File: src/rtl/mmio_uart_pkg.sv
// Shared register map, STATUS/CONTROL bit positions and TX FSM encoding.
package mmio_uart_pkg;

  localparam int unsigned LANES = 4;

  localparam logic [1:0] OFF_TXDATA = 2'd0;
  localparam logic [1:0] OFF_TXWORD = 2'd1;
  localparam logic [1:0] OFF_RXDATA = 2'd2;
  localparam logic [1:0] OFF_STATUS = 2'd3;

  localparam int unsigned ST_TX_FULL      = 0;
  localparam int unsigned ST_TX_EMPTY     = 1;
  localparam int unsigned ST_RX_EMPTY     = 2;
  localparam int unsigned ST_RX_FULL      = 3;
  localparam int unsigned ST_RX_OVERRUN   = 4;
  localparam int unsigned ST_TX_OVERFLOW  = 5;
  localparam int unsigned ST_TX_BUSY      = 6;
  localparam int unsigned ST_RX_COUNT_LSB = 8;
  localparam int unsigned ST_TX_COUNT_LSB = 16;

  localparam int unsigned CTL_RX_FLUSH = 0;
  localparam int unsigned CTL_TX_FLUSH = 1;
  localparam int unsigned CTL_IRQ_EN   = 2;
  localparam int unsigned CTL_SEL      = 31;

  typedef enum logic [1:0] {
    TX_IDLE  = 2'd0,
    TX_LOAD  = 2'd1,
    TX_START = 2'd2,
    TX_WAIT  = 2'd3
  } tx_state_e;

endpackage

File: src/rtl/sync_fifo.sv
// Synchronous FIFO with a multi-lane push (0..LANES entries per cycle) and flush.
module sync_fifo #(
  parameter int unsigned WIDTH = 8,
  parameter int unsigned DEPTH = 16,
  parameter int unsigned LANES = 4
) (
  input  logic                     clk,
  input  logic                     reset_n,
  input  logic [2:0]               push_count,
  input  logic [LANES*WIDTH-1:0]   din,
  input  logic                     pop,
  input  logic                     flush,
  output logic [WIDTH-1:0]         dout,
  output logic [$clog2(DEPTH):0]   count,
  output logic                     full,
  output logic                     empty
);

  localparam int unsigned AW = $clog2(DEPTH);
  localparam int unsigned CW = AW + 1;

  logic [WIDTH-1:0] mem [DEPTH];
  logic [AW-1:0]    rd_ptr;
  logic [AW-1:0]    wr_ptr;
  logic [CW-1:0]    cnt;
  logic             pop_ok;

  // A pop on an empty FIFO is ignored; the caller has already checked space for pushes.
  assign pop_ok = pop & (cnt != '0);
  assign dout   = mem[rd_ptr];
  assign count  = cnt;
  assign full   = (cnt == CW'(DEPTH));
  assign empty  = (cnt == '0);

  // Storage: write up to LANES consecutive entries starting at wr_ptr.
  always_ff @(posedge clk) begin
    for (int unsigned i = 0; i < LANES; i++) begin
      if (!flush && (3'(i) < push_count)) begin
        mem[wr_ptr + AW'(i)] <= din[i*WIDTH +: WIDTH];
      end
    end
  end

  // Pointers and occupancy; flush overrides any same-cycle push or pop.
  always_ff @(posedge clk or negedge reset_n) begin
    if (!reset_n) begin
      rd_ptr <= '0;
      wr_ptr <= '0;
      cnt    <= '0;
    end else if (flush) begin
      rd_ptr <= '0;
      wr_ptr <= '0;
      cnt    <= '0;
    end else begin
      wr_ptr <= wr_ptr + AW'(push_count);
      rd_ptr <= rd_ptr + AW'(pop_ok);
      cnt    <= cnt + CW'(push_count) - CW'(pop_ok);
    end
  end

endmodule

File: src/rtl/mmio_uart_bridge.sv
// MMIO front end buffering UART TX/RX bytes, with word-send, sticky errors and RX irq.
module mmio_uart_bridge
  import mmio_uart_pkg::*;
#(
  parameter int unsigned TX_DEPTH = 16,
  parameter int unsigned RX_DEPTH = 16
) (
  input  logic        clk,
  input  logic        reset_n,
  input  logic [11:0] in_address,
  input  logic [31:0] in_write_data,
  input  logic        in_write_en,
  input  logic        in_read_en,
  output logic [31:0] out_read_data,
  output logic [7:0]  out_tx_byte,
  output logic        out_tx_start,
  input  logic        in_tx_active,
  input  logic        in_tx_done,
  input  logic [7:0]  in_rx_byte,
  input  logic        in_rx_valid,
  output logic        out_irq
);

  localparam int unsigned TCW = $clog2(TX_DEPTH) + 1;
  localparam int unsigned RCW = $clog2(RX_DEPTH) + 1;

  logic [1:0]     offset;
  logic           wr_txdata, wr_txword, wr_status, ctrl_wr, w1c;
  logic           rx_flush, tx_flush, irq_en;
  logic           rx_overrun, tx_overflow, rx_overrun_set, tx_overflow_set;
  logic [2:0]     tx_push_n;
  logic           tx_pop_c, tx_full, tx_empty;
  logic [7:0]     tx_head;
  logic [TCW-1:0] tx_count;
  logic           rx_pop, rx_pop_ok, rx_push, rx_full, rx_empty;
  logic [7:0]     rx_head;
  logic [RCW-1:0] rx_count;
  tx_state_e      state, state_next;
  logic           unused_addr;

  assign unused_addr = ^{in_address[11:4], in_address[1:0]};

  assign offset    = in_address[3:2];
  assign wr_txdata = in_write_en & (offset == OFF_TXDATA);
  assign wr_txword = in_write_en & (offset == OFF_TXWORD);
  assign wr_status = in_write_en & (offset == OFF_STATUS);
  assign ctrl_wr   = wr_status & in_write_data[CTL_SEL];
  assign w1c       = wr_status & ~in_write_data[CTL_SEL];
  assign rx_flush  = ctrl_wr & in_write_data[CTL_RX_FLUSH];
  assign tx_flush  = ctrl_wr & in_write_data[CTL_TX_FLUSH];

  // TX admission: single byte may use a same-cycle pop slot; a word needs 4 free entries.
  always_comb begin
    tx_push_n       = 3'd0;
    tx_overflow_set = 1'b0;
    if (wr_txdata) begin
      if (!tx_full || tx_pop_c) tx_push_n = 3'd1;
      else                      tx_overflow_set = 1'b1;
    end
    if (wr_txword) begin
      if (tx_count <= TCW'(TX_DEPTH - 4)) tx_push_n = 3'd4;
      else                                tx_overflow_set = 1'b1;
    end
  end

  // RX admission: a full FIFO still accepts when a pop frees a slot this cycle.
  assign rx_pop         = in_read_en & (offset == OFF_RXDATA);
  assign rx_pop_ok      = rx_pop & ~rx_empty;
  assign rx_push        = in_rx_valid & (~rx_full | rx_pop_ok);
  assign rx_overrun_set = in_rx_valid & rx_full & ~rx_pop_ok;

  sync_fifo #(.WIDTH(8), .DEPTH(TX_DEPTH), .LANES(LANES)) u_tx_fifo (
    .clk(clk), .reset_n(reset_n), .push_count(tx_push_n), .din(in_write_data),
    .pop(tx_pop_c), .flush(tx_flush), .dout(tx_head), .count(tx_count),
    .full(tx_full), .empty(tx_empty)
  );

  sync_fifo #(.WIDTH(8), .DEPTH(RX_DEPTH), .LANES(LANES)) u_rx_fifo (
    .clk(clk), .reset_n(reset_n), .push_count({2'b00, rx_push}), .din({24'd0, in_rx_byte}),
    .pop(rx_pop), .flush(rx_flush), .dout(rx_head), .count(rx_count),
    .full(rx_full), .empty(rx_empty)
  );

  // Sticky error flags (a new error beats a same-cycle clear), irq enable and irq output.
  always_ff @(posedge clk or negedge reset_n) begin
    if (!reset_n) begin
      rx_overrun  <= 1'b0;
      tx_overflow <= 1'b0;
      irq_en      <= 1'b0;
      out_irq     <= 1'b0;
    end else begin
      rx_overrun  <= rx_overrun_set  | (rx_overrun  & ~(w1c & in_write_data[ST_RX_OVERRUN]));
      tx_overflow <= tx_overflow_set | (tx_overflow & ~(w1c & in_write_data[ST_TX_OVERFLOW]));
      if (ctrl_wr) irq_en <= in_write_data[CTL_IRQ_EN];
      out_irq     <= irq_en & ~rx_empty;
    end
  end

  // TX FSM state register.
  always_ff @(posedge clk or negedge reset_n) begin
    if (!reset_n) state <= TX_IDLE;
    else          state <= state_next;
  end

  // TX FSM next state; LOAD falls back to IDLE if a flush emptied the FIFO underneath it.
  always_comb begin
    state_next = state;
    case (state)
      TX_IDLE:  if (!tx_empty && !in_tx_active) state_next = TX_LOAD;
      TX_LOAD:  state_next = tx_empty ? TX_IDLE : TX_START;
      TX_START: state_next = TX_WAIT;
      TX_WAIT:  if (in_tx_done) state_next = TX_IDLE;
      default:  state_next = TX_IDLE;
    endcase
  end

  // TX FSM outputs: pop the head in LOAD.
  always_comb begin
    tx_pop_c = 1'b0;
    if (state == TX_LOAD) tx_pop_c = ~tx_empty;
  end

  // Registered byte and one-cycle start pulse coinciding with the START state.
  always_ff @(posedge clk or negedge reset_n) begin
    if (!reset_n) begin
      out_tx_byte  <= 8'd0;
      out_tx_start <= 1'b0;
    end else begin
      if (tx_pop_c) out_tx_byte <= tx_head;
      out_tx_start <= tx_pop_c;
    end
  end

  // Combinational read mux.
  always_comb begin
    out_read_data = 32'd0;
    case (offset)
      OFF_RXDATA: if (!rx_empty) out_read_data = {23'd0, 1'b1, rx_head};
      OFF_STATUS: begin
        out_read_data[ST_TX_FULL]     = tx_full;
        out_read_data[ST_TX_EMPTY]    = tx_empty;
        out_read_data[ST_RX_EMPTY]    = rx_empty;
        out_read_data[ST_RX_FULL]     = rx_full;
        out_read_data[ST_RX_OVERRUN]  = rx_overrun;
        out_read_data[ST_TX_OVERFLOW] = tx_overflow;
        out_read_data[ST_TX_BUSY]     = (state != TX_IDLE);
        out_read_data[ST_RX_COUNT_LSB +: 8] = 8'(rx_count);
        out_read_data[ST_TX_COUNT_LSB +: 8] = 8'(tx_count);
      end
      default: out_read_data = 32'd0;
    endcase
  end

endmodule

File: config.mk
export PLATFORM = sky130hd
export DESIGN_NAME = mmio_uart_bridge
export DESIGN_NICKNAME = d
export VERILOG_FILES = /design/src/rtl/mmio_uart_pkg.sv /design/src/rtl/sync_fifo.sv /design/src/rtl/mmio_uart_bridge.sv
export SDC_FILE = /design/constraint.sdc
export NUM_CORES = 1
export LEC_CHECK = 0
export ABC_AREA = 1
export CORE_MARGIN = 5
export CORE_UTILIZATION = 40
export DETAILED_ROUTE_END_ITERATION = 10
export GPL_ROUTABILITY_DRIVEN = 0
export PLACE_DENSITY_LB_ADDON = 0.15
export SLEW_MARGIN = 10
export SYNTH_ARGS = -nofsm -noshare
export SYNTH_HDL_FRONTEND = slang
export SYNTH_SLANG_ARGS = --single-unit
File: constraint.sdc
create_clock -name clk -period 5.2 [get_ports clk]
set_input_delay 0.78 -clock clk [delete_from_list [all_inputs] [get_ports clk]]
set_output_delay 0.78 -clock clk [all_outputs]
set_load 0.02 [all_outputs]
==> impl_metrics.ini <==
[run_status]
status = finished clean

[setup_path]
cp_slowest_stage_delay_ps = 840
critPathBufInv = 2
cell_chain_of_the_critical_path = inv_1 > o211ai_1 > nand3_1 > nand2_1 > nand2_1 > o21ai_0 > clkdlybuf4s50_1
cp_common_cell = nand2_1
worstPathRequired_ps = 4420
worstSetupPathType = register to primary output
crit_path_max_fanout = 18
arrival_time_at_the_worst_endpoint_ps = 3400
critPathTopFamily = buffers and inverters
critPathCaptureType = primary output
critPathLaunchType = register
crit_path_top_delay_cell = dfrtp_1

[drt]
detail_route.drc_violations = 0
total_wire_length_after_detailed_routing_mm = 68.3
drt-initial-drc-count = 1961
first_pass_detailed_route_iteration_total = 8
antenna_violating_nets_post_route = 0
vias = 17000
wire_per_inst_um = 23.0
viasPerCell = 5.72

[global_route]
grt_start_max_net_pins = 73
globalRouteTotalUtil_pct = 26.4
globalRouteOverflowTotal = 0
grt_pass1_vias = 15800
global_route_wire_length_before_repair_mm = 99.9
grt_antenna_before_repair = 0

[final_layout]
mostFrequentLayoutCells = nand2_1, nor2_1, nand3_1, edfxtp_1, o21ai_0
design_area_sq_um = 20700
final_net_count = 2430
multiInputGateArea_sq_um = 8420
final.fill_count = 4496
post_route_cells_drive_above_1_share_pct = 9.15
mostFrequentLayoutCell = nand2_1
area_growth_pct = 13.3
register_area_sq_um = 8720
num_antenna_cells = 0

[floorplan]
ios = 101
die_width_um = 224
fp.dieH_um = 224
die-area_sq_um = 50000
initial_core_util_pct = 40.3
rows = 78
core_area_sq_um = 45300

[cts]
clock_insertion_delay_worst_skew_ps = 560
cts_hold_repair.buffers = 0
numCtsBuffers = 36
clock_path_buffers = 3
clock_sink_count = 297
cts_tree = done
post_cts_setup_repair_buffer_count = 0
ctsHtreeMaxLevel = 2
worst_setup_hold_path_clk_slew_ps = 60
cts-root-buf = clkbuf_16
postCtsResizedCells = 0

[timing]
count_of_pins_over_their_slew_limit = 0
setup_viol = 0
finalClockSkew_ps = 23.5
worst_slew_margin_rel_pct = 27.3
report.final.hold_viol_count = 0
timing.hold.ws_ps = 361
totalNegativeSetupSlack_ps = 0
fmaxAchievable_mhz = 239
shortest_clock_period_the_worst_path_allows_after_layout_ps = 4180
rsz0062_at_grt = false
least_margin_pin_slew_ps = 1090
period_share_pct = 80.3

[synth]
yosysWarningCount = 0
synth.avg_cell_area_sq_um = 7.93
synth.ff_latch_count = 297
synth_compound_gate_area_share_pct = 10.1
adder_cell_area_share_of_the_yosys_netlist_pct = 1.86
synth_area_sq_um = 18300
synth.yosys.seq_area_share_pct = 47.7
synthMuxAreaShare_pct = 0.0548
synth_simple_gate_area_share_pct = 33.4
syn-instance-count = 2303
yosys.area_share.xor_xnor_pct = 0.432
netlist_cell_types = 44
combinational_family_with_the_most_area_after_synthesis = simple AND/OR/NAND/NOR gates

[place]
dp_hpwl_mm = 45.2
place_area_sq_um = 19500
portbufs = 76

[power_and_ir_drop]
power_density_nw_per_um2 = 482
p_total_mw = 9.97
peakVddDrop_v = 0.000268
total_leakage_power_nw = 8.25

[min_path]
worstHoldPathType = primary input to async pin

[job]
maxCapViolations = 0
## sequential cells by signal, indices dropped and copies added, names as in the netlist, named ones only
name and cells:
out_tx_start 1, u_rx_fifo.count 5, u_tx_fifo.count 5, u_rx_fifo.rd_ptr 4
tx_overflow 1, u_tx_fifo.rd_ptr 4, out_tx_byte 8, state 1
u_rx_fifo.wr_ptr 4, out_irq 1, u_tx_fifo.mem 128, irq_en 1
u_rx_fifo.mem 128, u_tx_fifo.wr_ptr 4, rx_overrun 1
## power breakdown
part	switching, mW	internal, mW	total, mW
clock network	1.04	1.43	2.48
registers	0.248	2.96	3.20
logic	3.11	1.18	4.29
## synthesized netlist by cell type, drive strengths merged
cell type	count	area (sq um)
edfxtp	256	7690
nor3	57	329
nand3	265	1400
dfrtp	41	1030
nand2	551	2160
o22ai	5	31.3
xor2	4	35.0
clkbuf	70	263
o31ai	1	7.51
a31oi	1	6.26
inv	126	485
a31o	1	8.76
nor2	447	1910
mux2i	1	10.0
fa	2	40.0
o211ai	57	428
o21ai	166	831
xnor2	5	43.8
nor3b	1	7.51
conb	1	3.75
buf	63	370
a21oi	98	498
nand4	42	288
clkinv	14	55.1
o21bai	4	30.0
ha	24	300
## logic make-up (layout without fill, tap and decap cells)
family / count (synthesis) / after routing
adder cells (fa/ha/maj): 26 / 26
buffers and inverters: 273 / 329
flip-flops: 297 / 297
AND/OR/NAND/NOR: 1363 / 1363
multiplexers: 1 / 1
AO/OA/AOI/OAI: 333 / 333
XOR/XNOR: 9 / 9
other: 1 / 14
## layer usage
| layer | share of wire (%) | vias to the layer above | global-route usage, % | routed length [um] |
|---|---|---|---|---|
| li1 | - | 7862 | - | - |
| met1 | 38 | 7904 | 33.7 | 26100 |
| met2 | 46 | 972 | 42.3 | 31400 |
| met3 | 8.9 | 271 | 4.86 | 6090 |
| met4 | 7.0 | 0 | 15.3 | 4780 |
| met5 | 0 | - | 0 | 0 |
## worst register-to-register path, delay by kind of cell, from the launching register on
kind,cells,cell delay (ps)
AOI/OAI and AO/OA,3,600
adders and majority gates,3,1050
buffers and inverters,4,870
DFF,1,430
and+or+nand+nor,3,630
## layout make-up
| cell class | count | area share (%) |
|---|---|---|
| Tap cell | 600 | 3.63 |
| Clock inverter | 22 | 1.04 |
| Sequential cell | 297 | 42.1 |
| Clock buffer | 43 | 4.48 |
| Timing Repair Buffer | 124 | 5.40 |
| Multi-Input combinational cell | 1746 | 40.7 |
| Inverter | 140 | 2.61 |
## final timing paths
kind	startpoint	to	slack, ps	cells past startpoint
worst max-delay path	u_rx_fifo.rd_ptr[2]	out_read_data[2]	1020	7
worst min-delay path	reset_n	u_tx_fifo.wr_ptr[1]	360	2
worst max register to register	u_tx_fifo.count[1]	u_tx_fifo.count[4]	1550	13
worst min register to register	out_tx_byte[0]	out_tx_byte[0]	480	2
max in group asynchronous	reset_n	u_rx_fifo.rd_ptr[0]	4350	2
min in group clk	out_tx_byte[0]	out_tx_byte[0]	480	2
## stage by stage
step | cells | utilization, % | worst slack, ps
after floorplan | 2316 | - | 2390
after global placement | 2907 | 43.2 | 1100
after detailed placement | 2907 | 43.2 | 1050
after CTS | 2972 | 45.7 | 996
after global routing | 2972 | 45.7 | 890
final | 2972 | 45.7 | 1020
(Power assumes the default switching activity.)
